--- config.mk ---
export PLATFORM = sky130hd
export DESIGN_NAME = id_ex_stage
export DESIGN_NICKNAME = d
export VERILOG_FILES = /design/src/rtl/id_ex_stage.sv
export SDC_FILE = /design/constraint.sdc
export NUM_CORES = 1
export LEC_CHECK = 0
export CORE_UTILIZATION = 30
export CTS_BUF_LIST = sky130_fd_sc_hd__clkbuf_4 sky130_fd_sc_hd__clkbuf_8 sky130_fd_sc_hd__clkbuf_16
export CTS_CLUSTER_DIAMETER = 40
export DETAILED_ROUTE_END_ITERATION = 7
export PLACE_DENSITY = 0.66
export SYNTH_ARGS = -nofsm -noshare
export SYNTH_HDL_FRONTEND = slang
export SYNTH_SLANG_ARGS = --single-unit
export TNS_END_PERCENT = 30
--- constraint.sdc ---
create_clock -name clk -period 2.3 [get_ports clk]
set_input_delay 0.23 -clock clk [delete_from_list [all_inputs] [get_ports clk]]
set_output_delay 0.23 -clock clk [all_outputs]
set_load 0.1 [all_outputs]
--- src/rtl/id_ex_stage.sv ---
`default_nettype none
// ============================================================================
// id_ex_stage : ID/EX pipeline register with ALU decode, operand forwarding,
//               load-use hazard detection, stall hold and flush bubble.
// Revision    : 1.0
// ============================================================================
module id_ex_stage #(
  parameter int DATA_W = 32,
  parameter int REG_AW = 5
) (
  input  logic              clk,
  input  logic              rst_n,
  input  logic              id_valid,
  input  logic [DATA_W-1:0] id_rs_data,
  input  logic [DATA_W-1:0] id_rt_data,
  input  logic [DATA_W-1:0] id_imm,
  input  logic [REG_AW-1:0] id_rs,
  input  logic [REG_AW-1:0] id_rt,
  input  logic [REG_AW-1:0] id_rd,
  input  logic              id_alu_src,
  input  logic [1:0]        id_alu_op,
  input  logic [5:0]        id_funct,
  input  logic              id_reg_dst,
  input  logic              id_reg_write,
  input  logic              id_mem_read,
  input  logic              id_mem_write,
  input  logic              id_mem_to_reg,
  input  logic              stall,
  input  logic              flush,
  input  logic              exmem_reg_write,
  input  logic [REG_AW-1:0] exmem_rd,
  input  logic [DATA_W-1:0] exmem_result,
  input  logic              memwb_reg_write,
  input  logic [REG_AW-1:0] memwb_rd,
  input  logic [DATA_W-1:0] memwb_result,
  output logic              load_use_stall,
  output logic              ex_valid,
  output logic [DATA_W-1:0] alu_a,
  output logic [DATA_W-1:0] alu_b,
  output logic [2:0]        alu_control,
  output logic [DATA_W-1:0] ex_store_data,
  output logic [REG_AW-1:0] ex_write_reg,
  output logic              ex_reg_write,
  output logic              ex_mem_read,
  output logic              ex_mem_write,
  output logic              ex_mem_to_reg
);

  localparam logic [2:0] C_ALU_AND = 3'b000;
  localparam logic [2:0] C_ALU_OR  = 3'b001;
  localparam logic [2:0] C_ALU_ADD = 3'b010;
  localparam logic [2:0] C_ALU_SUB = 3'b110;
  localparam logic [2:0] C_ALU_SLT = 3'b111;

  logic              r_valid;
  logic [DATA_W-1:0] r_rs_data;
  logic [DATA_W-1:0] r_rt_data;
  logic [DATA_W-1:0] r_imm;
  logic [REG_AW-1:0] r_rs;
  logic [REG_AW-1:0] r_rt;
  logic [REG_AW-1:0] r_write_reg;
  logic              r_alu_src;
  logic              r_reg_write;
  logic              r_mem_read;
  logic              r_mem_write;
  logic              r_mem_to_reg;
  logic [2:0]        r_alu_ctrl;

  logic [2:0]        w_alu_dec;
  logic [DATA_W-1:0] w_fwd_rs;
  logic [DATA_W-1:0] w_fwd_rt;
  logic              w_load_use;
  logic              w_bubble;

  always_comb begin
    w_alu_dec = C_ALU_ADD;
    case (id_alu_op)
      2'b00:   w_alu_dec = C_ALU_ADD;
      2'b01:   w_alu_dec = C_ALU_SUB;
      2'b11:   w_alu_dec = C_ALU_OR;
      default: begin
        case (id_funct)
          6'b100000: w_alu_dec = C_ALU_ADD;
          6'b100010: w_alu_dec = C_ALU_SUB;
          6'b100100: w_alu_dec = C_ALU_AND;
          6'b100101: w_alu_dec = C_ALU_OR;
          6'b101010: w_alu_dec = C_ALU_SLT;
          default:   w_alu_dec = C_ALU_ADD;
        endcase
      end
    endcase
  end

  // EX/MEM has the younger result, so it is checked first; r0 never forwards.
  always_comb begin
    w_fwd_rs = r_rs_data;
    if (exmem_reg_write && (exmem_rd != '0) && (exmem_rd == r_rs))
      w_fwd_rs = exmem_result;
    else if (memwb_reg_write && (memwb_rd != '0) && (memwb_rd == r_rs))
      w_fwd_rs = memwb_result;
  end

  always_comb begin
    w_fwd_rt = r_rt_data;
    if (exmem_reg_write && (exmem_rd != '0) && (exmem_rd == r_rt))
      w_fwd_rt = exmem_result;
    else if (memwb_reg_write && (memwb_rd != '0) && (memwb_rd == r_rt))
      w_fwd_rt = memwb_result;
  end

  assign w_load_use = id_valid && r_valid && r_mem_read && (r_rt != '0) &&
                      ((r_rt == id_rs) || (r_rt == id_rt));

  assign w_bubble = flush || (!stall && (w_load_use || !id_valid));

  always_ff @(posedge clk or negedge rst_n) begin
    if (!rst_n) begin
      r_valid      <= 1'b0;
      r_rs_data    <= '0;
      r_rt_data    <= '0;
      r_imm        <= '0;
      r_rs         <= '0;
      r_rt         <= '0;
      r_write_reg  <= '0;
      r_alu_src    <= 1'b0;
      r_reg_write  <= 1'b0;
      r_mem_read   <= 1'b0;
      r_mem_write  <= 1'b0;
      r_mem_to_reg <= 1'b0;
      r_alu_ctrl   <= C_ALU_ADD;
    end else if (w_bubble) begin
      r_valid      <= 1'b0;
      r_rs_data    <= '0;
      r_rt_data    <= '0;
      r_imm        <= '0;
      r_rs         <= '0;
      r_rt         <= '0;
      r_write_reg  <= '0;
      r_alu_src    <= 1'b0;
      r_reg_write  <= 1'b0;
      r_mem_read   <= 1'b0;
      r_mem_write  <= 1'b0;
      r_mem_to_reg <= 1'b0;
      r_alu_ctrl   <= C_ALU_ADD;
    end else if (stall) begin
      // Absorb results retiring during the stall so they are not lost.
      r_rs_data <= w_fwd_rs;
      r_rt_data <= w_fwd_rt;
    end else begin
      r_valid      <= 1'b1;
      r_rs_data    <= id_rs_data;
      r_rt_data    <= id_rt_data;
      r_imm        <= id_imm;
      r_rs         <= id_rs;
      r_rt         <= id_rt;
      r_write_reg  <= id_reg_dst ? id_rd : id_rt;
      r_alu_src    <= id_alu_src;
      r_reg_write  <= id_reg_write;
      r_mem_read   <= id_mem_read;
      r_mem_write  <= id_mem_write;
      r_mem_to_reg <= id_mem_to_reg;
      r_alu_ctrl   <= w_alu_dec;
    end
  end

  assign load_use_stall = w_load_use;
  assign ex_valid       = r_valid;
  assign alu_a          = w_fwd_rs;
  assign alu_b          = r_alu_src ? r_imm : w_fwd_rt;
  assign alu_control    = r_alu_ctrl;
  assign ex_store_data  = w_fwd_rt;
  assign ex_write_reg   = r_write_reg;
  assign ex_reg_write   = r_reg_write;
  assign ex_mem_read    = r_mem_read;
  assign ex_mem_write   = r_mem_write;
  assign ex_mem_to_reg  = r_mem_to_reg;

endmodule
`default_nettype wire

### After elaboration in Yosys (flattened, before gate mapping)

Index checks and enable logic that the tools add are counted.

* memory bits (read-only): 0
* latch bits: 0
* memories kept: 0
* memory bits (writable): 0
* register bits after elaboration: 120

* shift-type cells: 0
* eq/ne operators: 13
* reduce and logical (&&, ||, !) cells: 20
* multiply operators: 0
* magnitude comparators: 0
* add/subtract/negate cells: 0
* bitwise operators: 0
* divide/modulo/power cells: 0
* multiplexer cells: 34

Operators by type and width (count)
* 32-bit 2-to-1 mux: 11
* 5-bit 2-to-1 mux: 7
* 5-bit equality test: 6
* 6-bit equality test (second input constant): 4
* 5-bit nonzero test: 3
* 1-bit 2-to-1 mux: 12
* 3-bit case mux with 4 select lines: 1
* 1-bit logical AND: 11
* 3-bit case mux with 3 select lines: 1
* 3-bit 2-to-1 mux: 2
* 1-bit logical OR: 3
* 2-bit by 1-bit equality test with 1-bit output (second input constant): 1
* 2-bit equality test (second input constant): 1
* 1-bit logical NOT: 2
* 2-bit logical NOT: 1
* 2-bit by 1-bit != test with 1-bit output (second input constant): 1

### Depth between registers and ports, before layout

* depth after elaboration: 8
* depth in mapped cells: 9

### Worst setup path after synthesis

OpenSTA, ideal clock, no wires.

* path kind: input to output
* start point: input port memwb_rd[0]
* end point: output port alu_b[11]
* setup slack: -1813 ps
* data required time: 2070 ps
* path buffers: 2
* arrival: 3883 ps
* stages on the path: 7
* cells stage by stage: or4_4 > o21ai_4 > buf_6 > buf_6 > o31ai_1 > a31oi_1 > mux2_2

* cells in the longest elaborated chain, start to end: 6
* elaborated cells between the ends (all ways): 7
* those cells by class: eq/ne (1); mux (3); reduce/logical (3)

RTL lines
* from (decl): line 34 `input logic [REG_AW-1:0] memwb_rd,`
* 5-bit nonzero test: line 107 `else if (memwb_reg_write && (memwb_rd != '0) && (memwb_rd == r_rt))`
* 1-bit logical AND: line 107
* 1-bit logical AND (*): line 107
* 32-bit 2-to-1 mux (*): line 107
* 32-bit 2-to-1 mux (*): line 105 `if (exmem_reg_write && (exmem_rd != '0) && (exmem_rd == r_rt))`
* net ex_store_data[11]: line 41 `output logic [DATA_W-1:0] ex_store_data,`
* 32-bit 2-to-1 mux (*): line 169 `assign alu_b = r_alu_src ? r_imm : w_fwd_rt;`
* to (decl): line 39 `output logic [DATA_W-1:0] alu_b,`

The timed path passes the listed nets; every way through them passes the cells marked *.

### Worst setup path in the final report

* start point: register r_rt[1]
* end point: output port alu_b[9]

* cells in the longest elaborated chain, start to end: 5
* elaborated cells between the ends (all ways): 7
* those cells by class: eq/ne (2); mux (3); reduce/logical (2)

RTL lines
* from (decl): line 60 `logic [REG_AW-1:0] r_rt;`
* from (signal assigned): line 155 `r_rt <= id_rt;`
* 5-bit equality test: line 107
* 1-bit logical AND: line 107
* 32-bit 2-to-1 mux: line 107
* 32-bit 2-to-1 mux (*): line 105
* 32-bit 2-to-1 mux (*): line 169

Every way passes the cells marked *; elsewhere a longest branch is shown, timed or not.

==> run_results.csv <==
group,metric,value,unit
drt,drt_iter0_markers,796,
setup_path,crit_path_max_fanout,13,
global_route,gr-total-overflow,0,
global_route,gr-usage-all-layers,29.0,%
run_status,violations,"setup timing",
setup_path,startpoint_type,"register",
logic_synthesis,synth_compound_area_share,31.3,%
setup_path,timing.critical_path.mode_cell,"buf_12",
logic_synthesis,syn_avg_cell_area,9.76,um^2
placement,post_dp_cell_area,14000,um^2
drt,final_antenna_net_count,0,
floorplan,core,25200,um^2
sta,fin_crit,2720,ps
floorplan,die_x,162,um
clock_network,clkTransAtPathRegs,70,ps
sta,postLayoutSetupSlackWorst,-416,ps
floorplan,ios,316,
sta,setup_viol,97,
sta,rsz0062_at_grt,"true",
placement,hpwl,28200,um
logic_synthesis,synth_ff_type,"dfrtp_1",
logic_synthesis,yosysTopAreaCell,"dfrtp_1",
sta,slew_headroom,65.3,%
run_status,status,"complete, but fails checks",
logic_synthesis,ys_warn_count,0,
setup_path,arrival,2490,ps
clock_network,cts_buffer_depth,2,
logic_synthesis,synthCells,789,
logic_synthesis,synth-seq-cells,120,
floorplan,die_y,162,um
placement,io_buffers,315,
logic_synthesis,syn_area,7700,um^2
cells_and_area,nNetsFinal,1383,
drt,drt_pass1_iterations,5,
drt,routed_wl,38500,um
run,drv_cap,0,
clock_network,clock-root-buffer,"clkbuf_16",
cells_and_area,fin_util,63.0,%
sta,min_period_over_period,118,%
power_and_ir_drop,power,8970,uW
logic_synthesis,synth_edf_count,0,
global_route,grt_first_pass_wirelength,57100,um
logic_synthesis,synth-xor-area-share,3.41,%
setup_path,criticalPathCategory,"register to primary output",
cells_and_area,stdcell_count,1522,
logic_synthesis,synth_top_family_by_area,"compound AO/OA/AOI/OAI gates",
floorplan,row_count,58,
logic_synthesis,synth-simple-area-share,14.2,%
logic_synthesis,ys_types,49,
cells_and_area,reg.largest.list,"r_imm (32), r_rs_data (32), r_rt_data (32)",
logic_synthesis,synth_mux_area_share,5.55,%
logic_synthesis,yosysSeqAreaShare,39.0,%
drt,wl_per_cell,25.3,um
drt,vias_per_cell,5.83,
placement,dp_cells,1463,
cells_and_area,syn2layout_area_growth,106,%
logic_synthesis,synth_top_cell_area_share,38.7,%
global_route,grt_max_degree,55,
global_route,grt_pass1_vias,9012,
logic_synthesis,synth_area_leaders,"dfrtp_1 39%, o31ai_1 6.1%, a22o_1 6.0%",
global_route,antenna_found_initial,1,
setup_path,endpoint_kind,"primary output",
logic_synthesis,synth_nets,995,
power_and_ir_drop,p_leak,0.00621,uW
clock_network,clock_sinks,120,
drt,drc,0,
sta,clock_skew,19.0,ps
sta,max_freq,368,MHz
clock_network,clk_latency,430,ps
power_and_ir_drop,irDropWorstVdd,443,uV
setup_path,critPathRequiredTime,2070,ps
clock_network,cts_buffers,17,
sta,slew_violations,0,
cells_and_area,design_area,15900,um^2
sta,timing_worst_slew_pin_value,516,ps
hold_path,hold_path.class,"primary input to async pin",
cells_and_area,n_fill_cell,1898,
sta,hold_violations,0,
cells_and_area,regArea,3010,um^2
placement,gp_congestion,0.985,
power_and_ir_drop,powerDensity,566,nW/um^2
clock_network,cts_max_level,4,
cells_and_area,drive_above_1_share,46.1,%
cells_and_area,multi_input_area,5880,um^2
logic_synthesis,synth_fa_ha_area_share,0,%
floorplan,initial_core_util,30.6,%
drt,vias,8873,
floorplan,die_area,26300,um^2
setup_path,critPathSlowestCell,"dfrtp_2",
clock_network,cts_tree,"done",
logic_synthesis,synthTopCellsByCount,"119 x dfrtp_1, 63 x o31ai_1, 62 x clkbuf_1, 60 x a31oi_1, 59 x nand4_1",
setup_path,cpPeakStageDelay,440,ps
setup_path,path_cells,"xnor2_2 -> and3_4 -> buf_12 -> nand4_1 -> a31oi_4 -> mux2_4 -> buf_12",
logic_synthesis,async_flop_share,100,%
logic_synthesis,post-synth-top-count-cell,"dfrtp_1",
## power breakdown
part	internal (uW)	switching, uW
combinational	1530	2170
clock	1860	1140
sequential	2210	67.6
total	5600	3380
## layout make-up
| cell class | count | share of cell area, % |
|---|---|---|
| antenna | 2 | 0.0315 |
| clock buffer | 18 | 2.73 |
| clock inverter | 14 | 1.31 |
| inverter | 2 | 0.0473 |
| multi-input combinational | 562 | 37.1 |
| sequential | 120 | 19.0 |
| tap | 330 | 2.60 |
| timing repair buffer | 474 | 37.2 |
## layer usage
metal	wire length, um	global-route usage, %	up-vias	part of all wire [%]
met5	0	0	-	0
met4	1120	9.86	0	2.9
met3	3230	6.97	70	8.4
met2	17400	44.4	473	45
met1	16800	39.7	4374	44
li1	-	-	3956	-
## cell usage in the layout, fill, tap and decap left out, drive strengths merged, types with 17 or more instances in the layout
master,n
xnor2,30
nand4,59
buf,265
clkbuf,21
nor3,49
o221a,33
dfrtp,119
a31oi,63
mux2,38
o31ai,63
a21oi,17
nand2,20
clkdlybuf4s50,196
a22o,53
nor2,20
## worst max-delay path: cells and delay by family (launching register included)
family / cells / cell delay, ps
muxes: 1 / 220
xor gates and xnor gates: 1 / 170
DFF: 1 / 440
buffers and inverters: 2 / 330
and+or+nand+nor: 2 / 520
AOI/OAI and AO/OA: 1 / 360
## what timing repair did
item                                   4_1_cts  5_1_grt
setup buffers                                9       10
gates resized for setup                    117       64
setup endpoints to repair                   97      102
cloned                                       4        2
endpoints found under the hold margin       50        0
pin swaps                                   21       32
hold buffers                                 1        0
## final timing paths
kind	start	depth (start not counted)	endpoint	slack [ps]
worst max register to register	r_rs[1]$_DFFE_PN0P_	9	r_rs_data[16]$_DFF_PN0_	30
worst max-delay path	r_rt[1]$_DFFE_PN0P_	7	alu_b[9]	-420
max in group asynchronous	rst_n	3	r_imm[5]$_DFFE_PN0P_	1190
min in group clk	id_imm[21]	2	r_imm[21]$_DFFE_PN0P_	400
worst min register to register	r_imm[22]$_DFFE_PN0P_	1	r_imm[22]$_DFFE_PN0P_	510
worst min-delay path	rst_n	2	ex_write_reg[3]$_DFFE_PN0P_	320
## metrics by stage
stage | setup slack [ps] | TNS, ps | hold WS [ps]
floorplan | -473 | -23720 | -65.6
global placement | -552 | -61640 | 217
detailed placement | -535 | -59270 | 222
CTS | -463 | -32720 | 327
global route | -475 | -36020 | 376
finish | -416 | -30180 | 316
## kinds of logic after synthesis
group,after synthesis
AOI/OAI and AO/OA,296
xor gates and xnor gates,30
buffers and inverters,107
DFF,120
muxes,38
and+or+nand+nor,198
Note: power is estimated with default switching activity, not from simulation.
